===== src/rtl/pipe_stage_reg.sv =====
// pipe_stage_reg
// Parametrised, handshaked pipeline-stage register with a one-entry skid
// buffer. It carries an instruction, a PC and an opaque payload. It replaces
// the fixed-field, enable-gated D/E/M/W stage registers of the five-stage
// MIPS core.
//
// in_ready depends only on registered state and flush. It never depends on
// out_ready, so upstream ready is never combinationally coupled to
// downstream ready.
//
// Ports:
//   clk        in   rising-edge clock
//   reset      in   asynchronous active-low reset
//   flush      in   synchronous discard of all held entries (NOP bubble)
//   in_valid   in   upstream presents an entry
//   in_ready   out  stage can accept (~skid_valid & ~flush)
//   in_instr   in   upstream instruction   [INSTR_W]
//   in_pc      in   upstream PC            [PC_W]
//   in_data    in   upstream payload       [DATA_W]
//   out_valid  out  main entry valid (registered)
//   out_ready  in   downstream consumes the main entry
//   out_instr  out  main instruction, NOP_INSTR when out_valid=0
//   out_pc     out  main PC
//   out_data   out  main payload
//   occupancy  out  number of held entries 0..2 (registered)
module pipe_stage_reg #(
    parameter int                 INSTR_W   = 32,
    parameter int                 PC_W      = 32,
    parameter int                 DATA_W    = 97,
    parameter logic [PC_W-1:0]    RESET_PC  = 32'h0000_3000,
    parameter logic [INSTR_W-1:0] NOP_INSTR = 32'h0000_0000
) (
    input  logic               clk,
    input  logic               reset,
    input  logic               flush,
    input  logic               in_valid,
    output logic               in_ready,
    input  logic [INSTR_W-1:0] in_instr,
    input  logic [PC_W-1:0]    in_pc,
    input  logic [DATA_W-1:0]  in_data,
    output logic               out_valid,
    input  logic               out_ready,
    output logic [INSTR_W-1:0] out_instr,
    output logic [PC_W-1:0]    out_pc,
    output logic [DATA_W-1:0]  out_data,
    output logic [1:0]         occupancy
);

    typedef enum logic [1:0] {
        ST_EMPTY = 2'd0,
        ST_ONE   = 2'd1,
        ST_TWO   = 2'd2
    } state_t;

    state_t              state_r;
    state_t              state_nxt_s;

    logic [INSTR_W-1:0]  main_instr_r;
    logic [PC_W-1:0]     main_pc_r;
    logic [DATA_W-1:0]   main_data_r;
    logic [INSTR_W-1:0]  skid_instr_r;
    logic [PC_W-1:0]     skid_pc_r;
    logic [DATA_W-1:0]   skid_data_r;
    logic                out_valid_r;
    logic                skid_valid_r;
    logic [1:0]          occupancy_r;

    logic [INSTR_W-1:0]  main_instr_nxt_s;
    logic [PC_W-1:0]     main_pc_nxt_s;
    logic [DATA_W-1:0]   main_data_nxt_s;
    logic [INSTR_W-1:0]  skid_instr_nxt_s;
    logic [PC_W-1:0]     skid_pc_nxt_s;
    logic [DATA_W-1:0]   skid_data_nxt_s;
    logic                out_valid_nxt_s;
    logic                skid_valid_nxt_s;
    logic [1:0]          occupancy_nxt_s;

    logic                in_ready_s;
    logic                accept_s;
    logic                drain_s;

    // Handshake qualifiers. skid_valid_r is registered, so in_ready has no
    // path from out_ready.
    always_comb begin
        in_ready_s = ~skid_valid_r & ~flush;
        accept_s   = in_valid & in_ready_s;
        drain_s    = out_valid_r & out_ready;
    end

    // Next-state and next-entry selection for the EMPTY/ONE/TWO machine.
    always_comb begin
        state_nxt_s      = state_r;
        main_instr_nxt_s = main_instr_r;
        main_pc_nxt_s    = main_pc_r;
        main_data_nxt_s  = main_data_r;
        skid_instr_nxt_s = skid_instr_r;
        skid_pc_nxt_s    = skid_pc_r;
        skid_data_nxt_s  = skid_data_r;

        case (state_r)
            ST_EMPTY: begin
                // out_ready is irrelevant here: nothing to drain.
                if (accept_s) begin
                    state_nxt_s      = ST_ONE;
                    main_instr_nxt_s = in_instr;
                    main_pc_nxt_s    = in_pc;
                    main_data_nxt_s  = in_data;
                end else begin
                    state_nxt_s = ST_EMPTY;
                end
            end
            ST_ONE: begin
                if (accept_s && drain_s) begin
                    state_nxt_s      = ST_ONE;
                    main_instr_nxt_s = in_instr;
                    main_pc_nxt_s    = in_pc;
                    main_data_nxt_s  = in_data;
                end else if (accept_s) begin
                    // Downstream stalled: park the new entry behind main.
                    state_nxt_s      = ST_TWO;
                    skid_instr_nxt_s = in_instr;
                    skid_pc_nxt_s    = in_pc;
                    skid_data_nxt_s  = in_data;
                end else if (drain_s) begin
                    // Going empty: present a NOP, keep pc/data stable.
                    state_nxt_s      = ST_EMPTY;
                    main_instr_nxt_s = NOP_INSTR;
                end else begin
                    state_nxt_s = ST_ONE;
                end
            end
            ST_TWO: begin
                // in_ready is low in TWO, so only a drain can move us.
                if (drain_s) begin
                    state_nxt_s      = ST_ONE;
                    main_instr_nxt_s = skid_instr_r;
                    main_pc_nxt_s    = skid_pc_r;
                    main_data_nxt_s  = skid_data_r;
                    skid_instr_nxt_s = NOP_INSTR;
                end else begin
                    state_nxt_s = ST_TWO;
                end
            end
            default: begin
                // Unreachable encoding: fall back to a clean empty stage.
                state_nxt_s      = ST_EMPTY;
                main_instr_nxt_s = NOP_INSTR;
                skid_instr_nxt_s = NOP_INSTR;
            end
        endcase

        // Flush overrides everything. A drain this cycle still reaches
        // downstream; only the stage's copies are discarded. pc/data hold
        // their current register contents.
        if (flush) begin
            state_nxt_s      = ST_EMPTY;
            main_instr_nxt_s = NOP_INSTR;
            main_pc_nxt_s    = main_pc_r;
            main_data_nxt_s  = main_data_r;
            skid_instr_nxt_s = NOP_INSTR;
            skid_pc_nxt_s    = skid_pc_r;
            skid_data_nxt_s  = skid_data_r;
        end else begin
            state_nxt_s = state_nxt_s;
        end
    end

    // Status flags derived from the next state. They are registered
    // alongside the state so that out_valid and occupancy are flop outputs.
    always_comb begin
        out_valid_nxt_s  = 1'b0;
        skid_valid_nxt_s = 1'b0;
        occupancy_nxt_s  = 2'd0;
        case (state_nxt_s)
            ST_EMPTY: begin
                out_valid_nxt_s  = 1'b0;
                skid_valid_nxt_s = 1'b0;
                occupancy_nxt_s  = 2'd0;
            end
            ST_ONE: begin
                out_valid_nxt_s  = 1'b1;
                skid_valid_nxt_s = 1'b0;
                occupancy_nxt_s  = 2'd1;
            end
            ST_TWO: begin
                out_valid_nxt_s  = 1'b1;
                skid_valid_nxt_s = 1'b1;
                occupancy_nxt_s  = 2'd2;
            end
            default: begin
                out_valid_nxt_s  = 1'b0;
                skid_valid_nxt_s = 1'b0;
                occupancy_nxt_s  = 2'd0;
            end
        endcase
    end

    // State, status and entry registers. Payloads are reset too, so no X
    // ever reaches the outputs.
    always_ff @(posedge clk or negedge reset) begin
        if (!reset) begin
            state_r      <= ST_EMPTY;
            out_valid_r  <= 1'b0;
            skid_valid_r <= 1'b0;
            occupancy_r  <= 2'd0;
            main_instr_r <= NOP_INSTR;
            main_pc_r    <= RESET_PC;
            main_data_r  <= {DATA_W{1'b0}};
            skid_instr_r <= NOP_INSTR;
            skid_pc_r    <= RESET_PC;
            skid_data_r  <= {DATA_W{1'b0}};
        end else begin
            state_r      <= state_nxt_s;
            out_valid_r  <= out_valid_nxt_s;
            skid_valid_r <= skid_valid_nxt_s;
            occupancy_r  <= occupancy_nxt_s;
            main_instr_r <= main_instr_nxt_s;
            main_pc_r    <= main_pc_nxt_s;
            main_data_r  <= main_data_nxt_s;
            skid_instr_r <= skid_instr_nxt_s;
            skid_pc_r    <= skid_pc_nxt_s;
            skid_data_r  <= skid_data_nxt_s;
        end
    end

    assign in_ready  = in_ready_s;
    assign out_valid = out_valid_r;
    assign out_instr = main_instr_r;
    assign out_pc    = main_pc_r;
    assign out_data  = main_data_r;
    assign occupancy = occupancy_r;

endmodule


===== config.mk =====
export PLATFORM = sky130hd
export DESIGN_NAME = pipe_stage_reg
export DESIGN_NICKNAME = d
export VERILOG_FILES = /design/src/rtl/pipe_stage_reg.sv
export SDC_FILE = /design/constraint.sdc
export NUM_CORES = 1
export LEC_CHECK = 0
export ABC_AREA = 1
export CORE_MARGIN = 2
export CORE_UTILIZATION = 45
export CTS_CLUSTER_DIAMETER = 60
export DETAILED_ROUTE_END_ITERATION = 7
export MAX_ROUTING_LAYER = met4
export PLACE_DENSITY_LB_ADDON = 0.15
export SYNTH_ARGS = -nofsm -noshare
export SYNTH_HDL_FRONTEND = slang
export SYNTH_SLANG_ARGS = --single-unit
export TNS_END_PERCENT = 1

===== constraint.sdc =====
create_clock -name clk -period 1.6 [get_ports clk]
set_input_delay 0.16 -clock clk [delete_from_list [all_inputs] [get_ports clk]]
set_output_delay 0.16 -clock clk [all_outputs]
set_load 0.02 [all_outputs]

# Yosys cells after proc, flatten, opt, wreduce, memory -nomap -nowiden
# Cells that the tools add are included.
[word_totals] regBits=328 latch_bits=0 ram_bits=0 rom_bits=0 in_bits=166 output_inout_bits=165 elab_cells=66 memories=0
[classes] add_sub_neg=0 mul=0 div=0 order_cmp=0 n_eq_ne=14 shift=0 n_mux=28 bitwise_logic=6 n_reduce_logical=8
[ops] operator="32-bit two-way mux" count=11
[ops] operator="97-bit two-way mux" count=3
[ops] operator="97-bit one-hot mux with 3 select lines" count=1
[ops] operator="32-bit one-hot mux with 3 select lines" count=3
[ops] operator="3-bit inequality test, second input constant" count=4
[ops] operator="4-bit AND reduction" count=3
[ops] operator="2-bit two-way mux" count=4
[ops] operator="2-bit inequality test, second input constant" count=4
[ops] operator="4-bit inequality test, second input constant" count=2
[ops] operator="2-bit one-hot mux with 3 select lines" count=1
[ops] operator="5-bit AND reduction" count=1
[ops] operator="2-bit by 1-bit equality test with 1-bit output, second input constant" count=2
[ops] operator="2-bit equality test, second input constant" count=2
[ops] operator="1-bit two-way mux" count=4
[ops] operator="2-bit one-hot mux with 2 select lines" count=1
[ops] operator="1-bit bitwise AND" count=3
[ops] operator="1-bit NOT" count=3
[ops] operator="3-bit nonzero test" count=1
[ops] operator="2-bit logical NOT" count=1
[ops] operator="2-bit OR reduction" count=1
[ops] operator="1-bit logical AND" count=1

# Logic depth before layout (Yosys ltp)
[depth] word_depth=10 ltp_mapped=10 depth_no_buf=9

# Worst setup path before layout
# OpenSTA, ideal clock, no wires.
[synth_path] kind="flip-flop to flip-flop" start="reg out_valid_r (netlist: out_valid)" end="reg out_valid_r (netlist: out_valid)" setup_ps=113 arrival_time_ps=1578 required_ps=1487 path_slack_ps=-91 stages_incl_launch_ff=8 n_path_buf=1 period_less_slack_ps=1691 path_cell_list="dfrtp_1 nand2_1 ha_1 nand2_2 clkbuf_1 nand2_1 ha_1 inv_1"
[synth_via] word_cells_on_any_way=12 cone_classes="eq/ne (2); mux (7); bitwise (1); reduce/logical (2)"
[synth_lines] item="start: declaration" line="64" source="logic out_valid_r;"
[synth_lines] item="start signal: assignment" line="214" source="out_valid_r <= out_valid_nxt_s;"
[synth_lines] item="1-bit bitwise AND (*)" line="87" source="drain_s = out_valid_r & out_ready;"
[synth_lines] item="1-bit logical AND" line="113" source="if (accept_s && drain_s) begin"
[synth_lines] item="2-bit two-way mux" line="113"
[synth_lines] item="2-bit one-hot mux with 3 select lines (*)" line="100" source="case (state_r)"
[synth_lines] item="2-bit two-way mux (*)" line="155" source="if (flush) begin"
[synth_lines] item="via state_nxt_s[1]" line="56" source="state_t state_nxt_s;"
[synth_lines] item="2-bit equality test / 2-bit by 1-bit equality test with 1-bit output (equally long branches)" line="174" source="case (state_nxt_s)"
[synth_lines] item="2-bit OR reduction (no line) (*)"
[synth_lines] item="1-bit two-way mux (*)" line="174"
[synth_lines] item="via out_valid_nxt_s" line="74" source="logic out_valid_nxt_s;"
# Mark *: on every way through the listed nets, which the timed path passes. The rest lies on a longest branch.
# A chain may end at the register's enable or synchronous reset.

==> qor.csv <==
stage;metric;value;unit
grt;antenna_found_initial;1;
grt;grt_max_degree;95;
logic_synthesis;netlist_area;14000;um2
run_status;failed_checks;setup timing;
clocking;cts_tree;done;
route;post-route-drc-count;0;
worst_setup_path;end_kind;flop;
power;max-vdd-ir-drop;0.767;mV
run_status;status;complete, but fails checks;
placed_design;place_congestion;0.809;
floorplanning;fp.dieH;181;um
run;drv_cap;0;
finish;nets;2225;
timing;worstMarginPinSlew;0.385;ns
worst_setup_path;crit_type;reg2reg;
timing;clock_skew;0.0114;ns
logic_synthesis;synth.area.top_cells;dfrtp_1, nand2_1, o21ai_0;
route;antenna_left;0;
placed_design;io_buffer_count;330;
logic_synthesis;syn_inst;1696;
timing;fmax;0.608;GHz
timing;finalSetupViolCount;32;
logic_synthesis;synth-seq-area-share;58.4;%
finish;drive_gt1_share;9.37;%
timing;slew_headroom;74.1;%
finish;fin_cells;2478;
worst_setup_path;worstPathCellList;inv_2 -> nand2_2 -> nor2_4 -> ha_4 -> nand2_8 -> buf_12 -> buf_4 -> nand2_1 -> o21ai_1;
placed_design;post-place-ws;-0.418;ns
grt;overflow;0;
floorplanning;floorplan.initialDensity;45.7;%
logic_synthesis;yosys.area.top_type_share;57.6;%
placed_design;placed_area;18400;um2
floorplanning;fp-row-count;64;
grt;grt_pass1_wl;60600;um
worst_setup_path;cp-start-kind;flop;
clocking;cts_sinks;327;
clocking;numCtsBuffers;38;
logic_synthesis;synth_fp_nets;1865;
finish;stdcell_area;19800;um2
logic_synthesis;postSynthAreaPerCell;8.27;um2
timing;fin_crit;1.64;ns
grt;first_global_vias;11955;
route;wire_per_inst;14.9;um
timing;fin_crit_sh;103;%
clocking;clk_pin_slew;0.06;ns
floorplanning;die_w;181;um
worst_setup_path;worstPathRequired;1.99;ns
worst_setup_path;cp_slowest_stage_delay;0.43;ns
power;p_leak;0.0104;uW
timing;slew_violations;0;
route;drt_iter0_markers;808;
timing;rsz0062_at_grt;true;
clocking;h-tree-depth;2;
route;vias_per_cell;4.96;
clocking;clk_latency;0.51;ns
logic_synthesis;synth_seq_cells;327;
timing;setup_ws;-0.0447;ns
worst_setup_path;crit_slowest_cell;dfrtp_1;
floorplanning;die_area;32600;um2
worst_hold_path;hold_class;in2async;
clocking;clk_path_buf_depth;3;
finish;area_growth;40.9;%
timing;hold_violations;0;
clocking;cts_root_buffer;clkbuf_16;
route;first_pass_iters;6;
worst_setup_path;crit_arrival;2.03;ns
route;drt-total-wl;37000;um
route;vias;12281;
placed_design;place_hpwl;25000;um
floorplanning;core;30700;um2
finish;utilization;64.5;%
power;power.density;1260;nW/um2
logic_synthesis;ys_warn_count;0;
logic_synthesis;yosys.area.top_type;dfrtp_1;
worst_setup_path;crit_fanout;52;
grt;grt_use_total;23.2;%
logic_synthesis;yosysUniqueCellTypes;20;
power;power;24900;uW
placed_design;dp.cells;2402;
floorplanning;ios;331;
==> power by group <==
| group | switching (uW) | internal [uW] | total [uW] |
|---|---|---|---|
| Sequential | 963 | 10000 | 11000 |
| Clock | 3320 | 5060 | 8380 |
| Combinational | 3190 | 2370 | 5560 |
==> metal layers <==
metal | vias up | part of all wire, % | track usage (%)
li1 | 6095 | - | -
met1 | 5753 | 45 | 30.9
met2 | 366 | 46 | 36.0
met3 | 67 | 6.7 | 4.97
met4 | 0 | 2.6 | 6.58
met5 | - | 0 | -
==> layout make-up <==
class                      instances  area [um2]
antenna                            1        2.50
clock buffer                      53        1090
clock inverter                    12         123
fill                            2691       10900
inverter                         147         554
multi-input combinational       1117        4970
sequential                       327        8190
tap                              396         495
timing repair buffer             425        4350
==> kinds of logic after synthesis <==
| group | Yosys count | synth area share (%) |
|---|---|---|
| fa+ha+maj | 3 | 0.268 |
| simple gates | 691 | 18.9 |
| flops | 327 | 58.4 |
| buf+inv | 252 | 7.37 |
| compound gates | 423 | 15.1 |
==> cells in the mapped netlist <==
master and number:
nor2_2 1, nand2_1 664, clkbuf_1 35, dfrtp_1 323
buf_1 4, inv_1 144, buf_2 64, inv_2 3
a21oi_1 1, ha_1 3, nor2_4 3, o21ai_2 1
buf_4 2, nand3_1 12, o21ai_0 219, nor2_1 7
dfstp_2 4, o21ai_1 202, nand3_2 2, nand2_2 2
==> sequential cells by signal, summed over array words and instances, names as in the netlist <==
name,cells
out_data,97
skid_instr_r,32
out_pc,32
state_r,2
occupancy,2
skid_pc_r,32
skid_data_r,97
out_instr,32
out_valid,1
==> stage by stage <==
| stage | hold slack, ns | setup TNS (ns) |
|---|---|---|
| after floorplan | -0.136 | 0 |
| after global placement | 0.0364 | -67.57 |
| after detailed placement | 0.0362 | -75.59 |
| after CTS | 0.0952 | -0.370 |
| after global routing | 0.101 | -6.12 |
| final | 0.101 | -0.538 |
==> critical path, delay by kind of cell (launching register included) <==
kind                     cells  cell delay [ns]
buffers and inverters        3             0.44
flip-flops                   1             0.43
AND/OR/NAND/NOR              4             0.38
adder cells (fa/ha/maj)      1             0.18
AO/OA/AOI/OAI                1             0.07
==> path summary, 6_finish.rpt <==
kind | depth (start not counted) | to | slack (ns) | startpoint
max | 9 | skid_data_r[31]$_DFFE_PN0P_ | -0.04 | occupancy[1]$_DFF_PN0_
min | 2 | skid_data_r[17]$_DFFE_PN0P_ | 0.10 | reset
max reg2reg | 9 | skid_data_r[31]$_DFFE_PN0P_ | -0.04 | occupancy[1]$_DFF_PN0_
min reg2reg | 2 | out_pc[12]$_DFFE_PN1P_ | 0.47 | out_pc[12]$_DFFE_PN1P_
max in group asynchronous | 4 | skid_data_r[88]$_DFFE_PN0P_ | 0.81 | reset
min in group clk | 3 | skid_pc_r[12]$_DFFE_PN1P_ | 0.20 | in_pc[12]
==> placed cells by master, fill, tap and decap left out, drive strengths merged, types with 3 or more instances in the layout <==
master         instances
dfstp                  4
inv                  148
ha                     3
clkdlybuf4s50        164
dlygate4sd2          162
clkinv                 7
clkbuf                57
nor2                  11
nand2                666
o21ai                422
buf                   92
nand3                 14
dfrtp                323
==> repair_timing <==
action / CTS / global route
pin swaps: 5 / 8
gates cloned: 0 / 5
hold buffers: 1 / 0
setup buffers: 1 / 3
gates resized for setup: 191 / 44
setup endpoints to repair: 489 / 178
hold endpoints to repair: 253 / 0
(Power assumes the default switching activity.)
